[src/rtl/div_unsigned_seq_32.sv]
// rtl/div_unsigned_seq_32.sv - multi-cycle 32-bit unsigned restoring divider
// Also holds the ripple-carry add/sub slice the divider iterates through.

module RC_ADD_SUB_32 #(
   parameter int WIDTH = 32
) (
   input  logic [WIDTH-1:0] A,
   input  logic [WIDTH-1:0] B,
   input  logic             SnA,
   output logic [WIDTH-1:0] Y,
   output logic             CO
);
   logic [WIDTH:0]   c;
   logic [WIDTH-1:0] bx;

   // SnA=1 selects A-B as A + ~B + 1; CO=1 then means no borrow
   always_comb begin
      bx   = B ^ {WIDTH{SnA}};
      c    = '0;
      Y    = '0;
      c[0] = SnA;
      for (int i = 0; i < WIDTH; i++) begin
         Y[i]   = A[i] ^ bx[i] ^ c[i];
         c[i+1] = (A[i] & bx[i]) | (c[i] & (A[i] ^ bx[i]));
      end
      CO = c[WIDTH];
   end
endmodule

module div_unsigned_seq_32 #(
   parameter int WIDTH = 32,
   parameter int CNT_W = 6
) (
   input  logic             CLK,
   input  logic             RST,
   input  logic             START,
   input  logic [WIDTH-1:0] DIVIDEND,
   input  logic [WIDTH-1:0] DIVISOR,
   output logic [WIDTH-1:0] QUOTIENT,
   output logic [WIDTH-1:0] REMAINDER,
   output logic             BUSY,
   output logic             DONE,
   output logic             DIV_BY_ZERO
);
   typedef enum logic [1:0] {IDLE, RUN, FIN} state_t;

   state_t           state, state_nx;
   logic [WIDTH-1:0] r, q, d, s, y, r_nx, q_nx;
   logic [CNT_W-1:0] cnt;
   logic             co, ok, last;

   // The bit shifted out of R extends the partial remainder to WIDTH+1 bits
   assign s    = {r[WIDTH-2:0], q[WIDTH-1]};
   assign ok   = r[WIDTH-1] | co;
   assign r_nx = ok ? y : s;
   assign q_nx = {q[WIDTH-2:0], ok};
   assign last = (cnt == CNT_W'(WIDTH - 1));

   RC_ADD_SUB_32 #(.WIDTH(WIDTH)) u_addsub (
      .A   (s),
      .B   (d),
      .SnA (1'b1),
      .Y   (y),
      .CO  (co)
   );

   always_ff @(posedge CLK) begin
      if (RST) state <= IDLE;
      else     state <= state_nx;
   end

   always_comb begin
      state_nx = state;
      case (state)
         IDLE: if (START) state_nx = (DIVISOR == '0) ? FIN : RUN;
         RUN:  if (last) state_nx = FIN;
         FIN:  state_nx = IDLE;
         default: state_nx = IDLE;
      endcase
   end

   always_ff @(posedge CLK) begin
      if (RST) begin
         r           <= '0;
         q           <= '0;
         d           <= '0;
         cnt         <= '0;
         QUOTIENT    <= '0;
         REMAINDER   <= '0;
         DIV_BY_ZERO <= 1'b0;
      end else begin
         case (state)
            IDLE: begin
               if (START) begin
                  d   <= DIVISOR;
                  q   <= DIVIDEND;
                  r   <= '0;
                  cnt <= '0;
                  if (DIVISOR == '0) begin
                     QUOTIENT    <= '1;
                     REMAINDER   <= DIVIDEND;
                     DIV_BY_ZERO <= 1'b1;
                  end
               end
            end
            RUN: begin
               r   <= r_nx;
               q   <= q_nx;
               cnt <= cnt + CNT_W'(1);
               if (last) begin
                  QUOTIENT    <= q_nx;
                  REMAINDER   <= r_nx;
                  DIV_BY_ZERO <= 1'b0;
               end
            end
            default: ;
         endcase
      end
   end

   assign BUSY = (state == RUN);
   assign DONE = (state == FIN);
endmodule

[config.mk]
export PLATFORM = sky130hd
export DESIGN_NAME = div_unsigned_seq_32
export DESIGN_NICKNAME = d
export VERILOG_FILES = /design/src/rtl/div_unsigned_seq_32.sv
export SDC_FILE = /design/constraint.sdc
export NUM_CORES = 1
export LEC_CHECK = 0
export CAP_MARGIN = 15
export CORE_MARGIN = 2
export CORE_UTILIZATION = 30
export DETAILED_ROUTE_END_ITERATION = 6
export PLACE_DENSITY = 0.5
export SLEW_MARGIN = 20
export SYNTH_ARGS = -nofsm -noshare
export SYNTH_HDL_FRONTEND = slang
export SYNTH_SLANG_ARGS = --single-unit
[constraint.sdc]
create_clock -name CLK -period 31.6 [get_ports CLK]
set_clock_uncertainty 0.2 [all_clocks]
set_input_delay 3.16 -clock CLK [delete_from_list [all_inputs] [get_ports CLK]]
set_output_delay 3.16 -clock CLK [all_outputs]
set_load 0.02 [all_outputs]
==> results.py, run 1 <==
metrics = {
    "status": {
        "status": "finished clean",
    },
    "clock_network": {
        "cts_setup_buffers": 0,
        "tritoncts": "built",
        "ctsHoldBuffers": 0,
        "cts.sinks": 169,
        "cts-root-buf": "clkbuf_16",
        "cts.htree.levels": 4,
        "cts.path.max_buffers": 2,
        "clk_latency_ps": 430,
        "cts_buffers": 17,
        "cts.reportedPaths.clkPinSlew_ps": 60,
        "ctsResizeCount": 0,
    },
    "power_and_ir_drop": {
        "p_int_mw": 0.439,
        "p_switching_mw": 0.191,
        "clock_power_share": 0.343,
        "pwr_density_cell_nw_per_um2": 62.4,
        "p_leak_nw": 3.91,
        "pwr-share-comb": 0.271,
        "swShare": 0.304,
        "pwr-share-seq": 0.386,
        "ir_drop_mv": 0.0335,
    },
    "worst_setup_path": {
        "path_class": "reg -> reg",
        "crit_fanout": 27,
        "arrival_ps": 14260,
        "slowest_delay_ps": 420,
        "cp-start-kind": "flop",
        "crit_top_cell": "fa_1",
        "cpMaxStageDelayCell": "fa_1",
        "crit_path_end_kind": "flop",
        "critical_path_required_ps": 31720,
    },
    "logic_synthesis": {
        "post-synth-top-area-fraction": 0.425,
        "synthCells": 890,
        "syn_nets": 990,
        "synth_mux_area_frac": 0.122,
        "synthAdderAreaFrac": 0.0811,
        "avgSynthCellArea_um2": 8.94,
        "synth_top_family_by_area": "simple AND/OR/NAND/NOR gates",
        "yosys_register_bits": 169,
        "ys.flop_type": "dfxtp_1",
        "yosysWarnings": 0,
        "yosys.area_share.simple": 0.172,
        "synth-compound-area-share": 0.142,
        "seq_area_frac_synth": 0.425,
        "async_flop_share": 0,
        "synth_area_leaders": "dfxtp_1, mux2_2, fa_1",
        "synth_area_leader_cell": "dfxtp_1",
        "syn_area_um2": 7960,
        "synth-xor-area-share": 0,
        "ys_types": 40,
        "synth-edff-count": 0,
    },
    "timing": {
        "final-setup-viol-count": 0,
        "setup_tns_ps": 0,
        "setup_ws_ps": 17460,
        "rsz0062_at_grt": "no",
        "hold_violations": 0,
        "max_slew_margin": 0.379,
        "finalCritPeriodShare": 0.448,
        "slew_viol_final": 0,
        "max_freq_ghz": 0.0707,
        "worst_slew_pin_slew_ps": 932,
        "min_period_ps": 14140,
    },
    "placed_design": {
        "portBuffers": 133,
        "dpl_worst_slack_ps": 17530,
        "hpwl_mm": 14.9,
        "gp_congestion": 0.747,
    },
    "floorplan": {
        "start_util": 0.305,
        "fp.dieArea_um2": 27800,
        "die_x_um": 167,
        "core_area_um2": 26100,
        "rows": 59,
        "chipHeight_um": 167,
        "boundaryPins": 134,
    },
    "layout": {
        "fillers": 2657,
        "area_growth_pct": 26.9,
        "drive_gt1_frac": 0.116,
        "layout.nets": 1086,
        "final_common_cell": "dfxtp_1",
        "final_cell_mix": "dfxtp_1, nand2_1, clkdlybuf4s50_1, a21oi_1, nor2_1",
        "diodes": 0,
    },
    "global_routing": {
        "use_met1": 0.195,
        "grt_use_met3": 0.0378,
        "grt_pass1_vias": 6407,
        "use_met2": 0.279,
        "antenna_found_initial": 0,
        "grt_max_degree": 135,
        "busiest_layer": "met2",
        "grt_use_total": 0.157,
        "grt_overflow_total": 0,
        "grt_first_pass_wirelength_mm": 34.9,
    },
    "detailed_routing": {
        "ant_nets": 0,
        "via_count": 6296,
        "drtIter0Drc": 326,
        "first_pass_iters": 4,
        "vias_per_cell": 4.72,
        "drcViolationCount": 0,
        "routedWlPerCell_um": 16.2,
        "wl_mm": 21.6,
    },
    "run": {
        "maxCapViolations": 0,
    },
    "min_path": {
        "min_path_type": "reg -> reg",
    },
}
-- synth_stat cells, types with 3 or more instances --
| cell type | instances |
|---|---|
| a211oi_1 | 8 |
| a21oi_1 | 108 |
| a221oi_2 | 4 |
| buf_1 | 7 |
| buf_2 | 15 |
| buf_6 | 3 |
| clkbuf_1 | 39 |
| dfxtp_1 | 169 |
| fa_1 | 31 |
| inv_1 | 46 |
| mux2_2 | 56 |
| mux2_4 | 6 |
| mux2i_1 | 25 |
| nand2_1 | 162 |
| nand2b_1 | 27 |
| nand3_1 | 3 |
| nor2_1 | 58 |
| nor2b_1 | 35 |
| nor4_1 | 8 |
| o211ai_1 | 3 |
| o21ai_0 | 3 |
| o21bai_1 | 25 |
| o221a_2 | 3 |
| o22ai_1 | 25 |
-- sequential cells by signal (all words and copies together), names as in the netlist --
register     count
DIV_BY_ZERO      1
QUOTIENT        32
REMAINDER       32
cnt              6
d               32
q               32
r               32
state            2
-- final cells by class --
cell class | count | area [µm²] | area share
Clock buffer | 18 | 429 | 0.0425
Timing Repair Buffer | 141 | 1390 | 0.138
Multi-Input combinational cell | 610 | 4130 | 0.409
Tap cell | 335 | 419 | 0.0415
Inverter | 47 | 176 | 0.0175
Clock inverter | 14 | 173 | 0.0171
Sequential cell | 169 | 3380 | 0.335
-- cell families (layout without fill, tap and decap cells) --
group / after synthesis / in the layout
compound gates: 186 / 186
mux: 87 / 87
flops: 169 / 169
simple gates: 304 / 304
buf+inv: 111 / 220
fa+ha+maj: 33 / 33
-- worst paths after layout --
check	start	to	slack, ps	cells past startpoint
hold / removal	d[13]	d[13]	260	2
setup reg to reg	q[31]	REMAINDER[15]	17460	41
setup / recovery	q[31]	REMAINDER[15]	17460	41
hold reg to reg	d[13]	d[13]	260	2
-- worst max-delay path, delay by kind of cell (launching register included) --
family / cells / cell delay [ps]
buffers and inverters: 4 / 540
adder cells (fa/ha/maj): 32 / 11910
AO/OA/AOI/OAI: 1 / 100
AND/OR/NAND/NOR: 2 / 360
flip-flops: 1 / 310
multiplexers: 2 / 610
-- power groups by stage --
stage / clock [mW] / combinational, mW / sequential [mW]
6_report: 0.216 / 0.171 / 0.243
5_1_grt: 0.231 / 0.192 / 0.246
4_1_cts: 0.222 / 0.174 / 0.244
3_5_place_dp: 0 / 0.173 / 0.248
3_3_place_gp: 0 / 0.170 / 0.248
2_1_floorplan: 0 / 0.119 / 0.251
-- through the flow --
step | util | instances | area, µm² | hold slack, ps | power [mW]
3_3_place_gp | 0.365 | 1302 | 9500 | 245 | 0.419
6_report | 0.388 | 1334 | 10100 | 256 | 0.630
2_1_floorplan | - | 890 | 7960 | 236 | 0.369
3_5_place_dp | 0.365 | 1302 | 9500 | 249 | 0.421
5_1_grt | 0.388 | 1334 | 10100 | 275 | 0.669
4_1_cts | 0.388 | 1334 | 10100 | 259 | 0.640
-- metal layers --
| layer | wire length [µm] | vias to the layer above | share of wire |
|---|---|---|---|
| li1 | - | 3156 | - |
| met1 | 9710 | 3039 | 0.45 |
| met5 | 0 | - | 0 |
| met4 | 104 | 0 | 0.0048 |
| met2 | 11000 | 93 | 0.51 |
| met3 | 800 | 8 | 0.037 |
Power figures use the tool's default switching activity.
==> inputs of run 2 (changes only) <==
Settings changed: PLACE_DENSITY 0.5 to 0.52.
Clock period 31.6 ns to 11.6 ns, I/O delays scaled along.
==> run 2 against run 1 <==
Compared with the run above:
- the run now ends with negative setup slack left
- wire length rose by 2.1%
- via count rose by 1.5%
- clock-buffer cell count increased by 3
- sequential power grew to 2.7 times the previous value
- final area up 3.1%
- setup slack got worse by 18000 ps
- final cell count grew 1.6%
- global-route usage rose by 0.25 points
- critical path depth unchanged
- core utilization is 1.2 points higher
- critical path type unchanged
- largest power group unchanged
- highest routed layer unchanged
==> results.py, run 2 (synthesized netlist as in run 1, its figures left out) <==
metrics = {
    "detailed_routing": {
        "drcViolationCount": 0,
        "via_count": 6390,
        "ant_nets": 0,
        "wl_mm": 22.1,
        "first_pass_iters": 4,
        "drtIter0Drc": 314,
        "routedWlPerCell_um": 16.3,
        "vias_per_cell": 4.71,
    },
    "timing": {
        "final-setup-viol-count": 66,
        "slew_viol_final": 0,
        "max_freq_ghz": 0.0800,
        "rsz0062_at_grt": "yes",
        "worst_slew_pin_slew_ps": 990,
        "hold_violations": 0,
        "finalCritPeriodShare": 1.08,
        "setup_ws_ps": -904,
        "min_period_ps": 12500,
        "max_slew_margin": 0.340,
    },
    "status": {
        "violations": "negative setup slack",
        "status": "complete, but fails checks",
    },
    "global_routing": {
        "grt_first_pass_wirelength_mm": 35.4,
        "grt_overflow_total": 0,
        "grt_pass1_vias": 6571,
        "grt_max_degree": 140,
        "antenna_found_initial": 0,
        "grt_use_total": 0.160,
    },
    "clock_network": {
        "cts.sinks": 169,
        "clk_latency_ps": 430,
        "cts.path.max_buffers": 2,
        "cts-root-buf": "clkbuf_16",
        "cts_buffers": 17,
        "ctsHoldBuffers": 0,
        "cts.htree.levels": 4,
        "tritoncts": "built",
        "cts.reportedPaths.clkPinSlew_ps": 70,
    },
    "min_path": {
        "whs_path_depth": 2,
        "hp-start": "QUOTIENT[26]",
        "min_to": "QUOTIENT[26]",
        "min_path_type": "reg -> reg",
    },
    "worst_setup_path": {
        "crit_path_end_kind": "flop",
        "reg2reg_to": "REMAINDER[2]",
        "r2r_setup_slack_ps": -900,
        "slowest_delay_ps": 370,
        "reg2regPathDepth": 41,
        "critical_path_required_ps": 11710,
        "crit_fanout": 14,
        "path_class": "reg -> reg",
        "cpMaxStageDelayCell": "fa_2",
        "arrival_ps": 12610,
        "r2r_start": "q[31]",
        "cp-start-kind": "flop",
        "crit_top_cell": "fa_2",
    },
    "placed_design": {
        "portBuffers": 133,
        "gp_congestion": 0.768,
        "dpl_cell_area_um2": 9760,
        "placed_cells": 1322,
        "hpwl_mm": 14.9,
    },
    "floorplan": {
        "start_util": 0.305,
        "chipHeight_um": 167,
        "boundaryPins": 134,
        "core_area_um2": 26100,
        "fp.dieArea_um2": 27800,
        "rows": 59,
        "die_x_um": 167,
    },
    "layout": {
        "layout.nets": 1108,
        "final_common_cell": "dfxtp_1",
        "area_growth_pct": 30.9,
        "diodes": 0,
        "final_cell_mix": "dfxtp_1, nand2_1, clkdlybuf4s50_1, a21oi_1, nor2_1",
        "final_util": 0.400,
        "design_area_um2": 10400,
        "drive_gt1_frac": 0.182,
        "stdcell_count": 1356,
    },
    "power_and_ir_drop": {
        "p_leak_nw": 3.98,
        "pwr_density_cell_nw_per_um2": 169,
        "ir_drop_mv": 0.0942,
    },
    "run": {
        "maxCapViolations": 0,
    },
}
-- run 2: layout make-up --
cell class	instances	area [µm²]
Clock buffer	21	480
Inverter	47	176
Fill cell	2681	15600
Sequential cell	169	3380
Tap cell	335	419
Timing Repair Buffer	163	1590
Multi-Input combinational cell	610	4280
Clock inverter	11	90.1
-- run 2: per-layer routing --
metal,up-vias,global-route usage,share of wire
met2,108,0.274,0.49
met4,0,0.0292,0.0080
met3,11,0.0406,0.038
met5,-,0,0
li1,3202,-,-
met1,3069,0.204,0.47
-- run 2: worst max path at each step --
stage | start | to | slack, ps | cells past startpoint
CTS | q[31] | REMAINDER[15] | -880 | 41
global placement | q[31] | REMAINDER[15] | -820 | 41
finish | q[31] | REMAINDER[2] | -900 | 41
detailed placement | q[31] | REMAINDER[12] | -850 | 41
global route | q[31] | REMAINDER[11] | -1200 | 41
floorplan | q[31] | REMAINDER[24] | -530 | 42
-- run 2: where the power goes --
part	switching (mW)	total, mW	internal, mW
combinational	0.262	0.547	0.285
clock	0.250	0.550	0.300
sequential	0.0351	0.664	0.629
total	0.548	1.76	1.21
-- run 2: critical path: cells and delay by family (launching register included) --
kind	cells	cell delay, ps
mux	2	580
compound gates	1	70
fa+ha+maj	32	10680
flops	1	320
buf+inv	4	320
simple gates	2	180
-- run 2: what timing repair did --
| action | CTS | global route |
|---|---|---|
| pin swaps | 4 | 5 |
| endpoints found under the setup margin | 66 | 66 |
| hold endpoints to repair | 0 | 0 |
| resized for setup | 11 | 11 |
| setup buffers | 3 | 0 |
-- run 2: metrics by stage --
| stage | setup slack, ps | TNS [ps] | total power, mW | hold slack, ps |
|---|---|---|---|---|
| finish | -904 | -49930 | 1.76 | 252 |
| global placement | -816 | -43310 | 1.19 | 245 |
| detailed placement | -849 | -46080 | 1.19 | 247 |
| floorplan | -526 | -21240 | 1.04 | 236 |
| CTS | -882 | -49460 | 1.77 | 257 |
| global route | -1200 | -69940 | 1.87 | 267 |
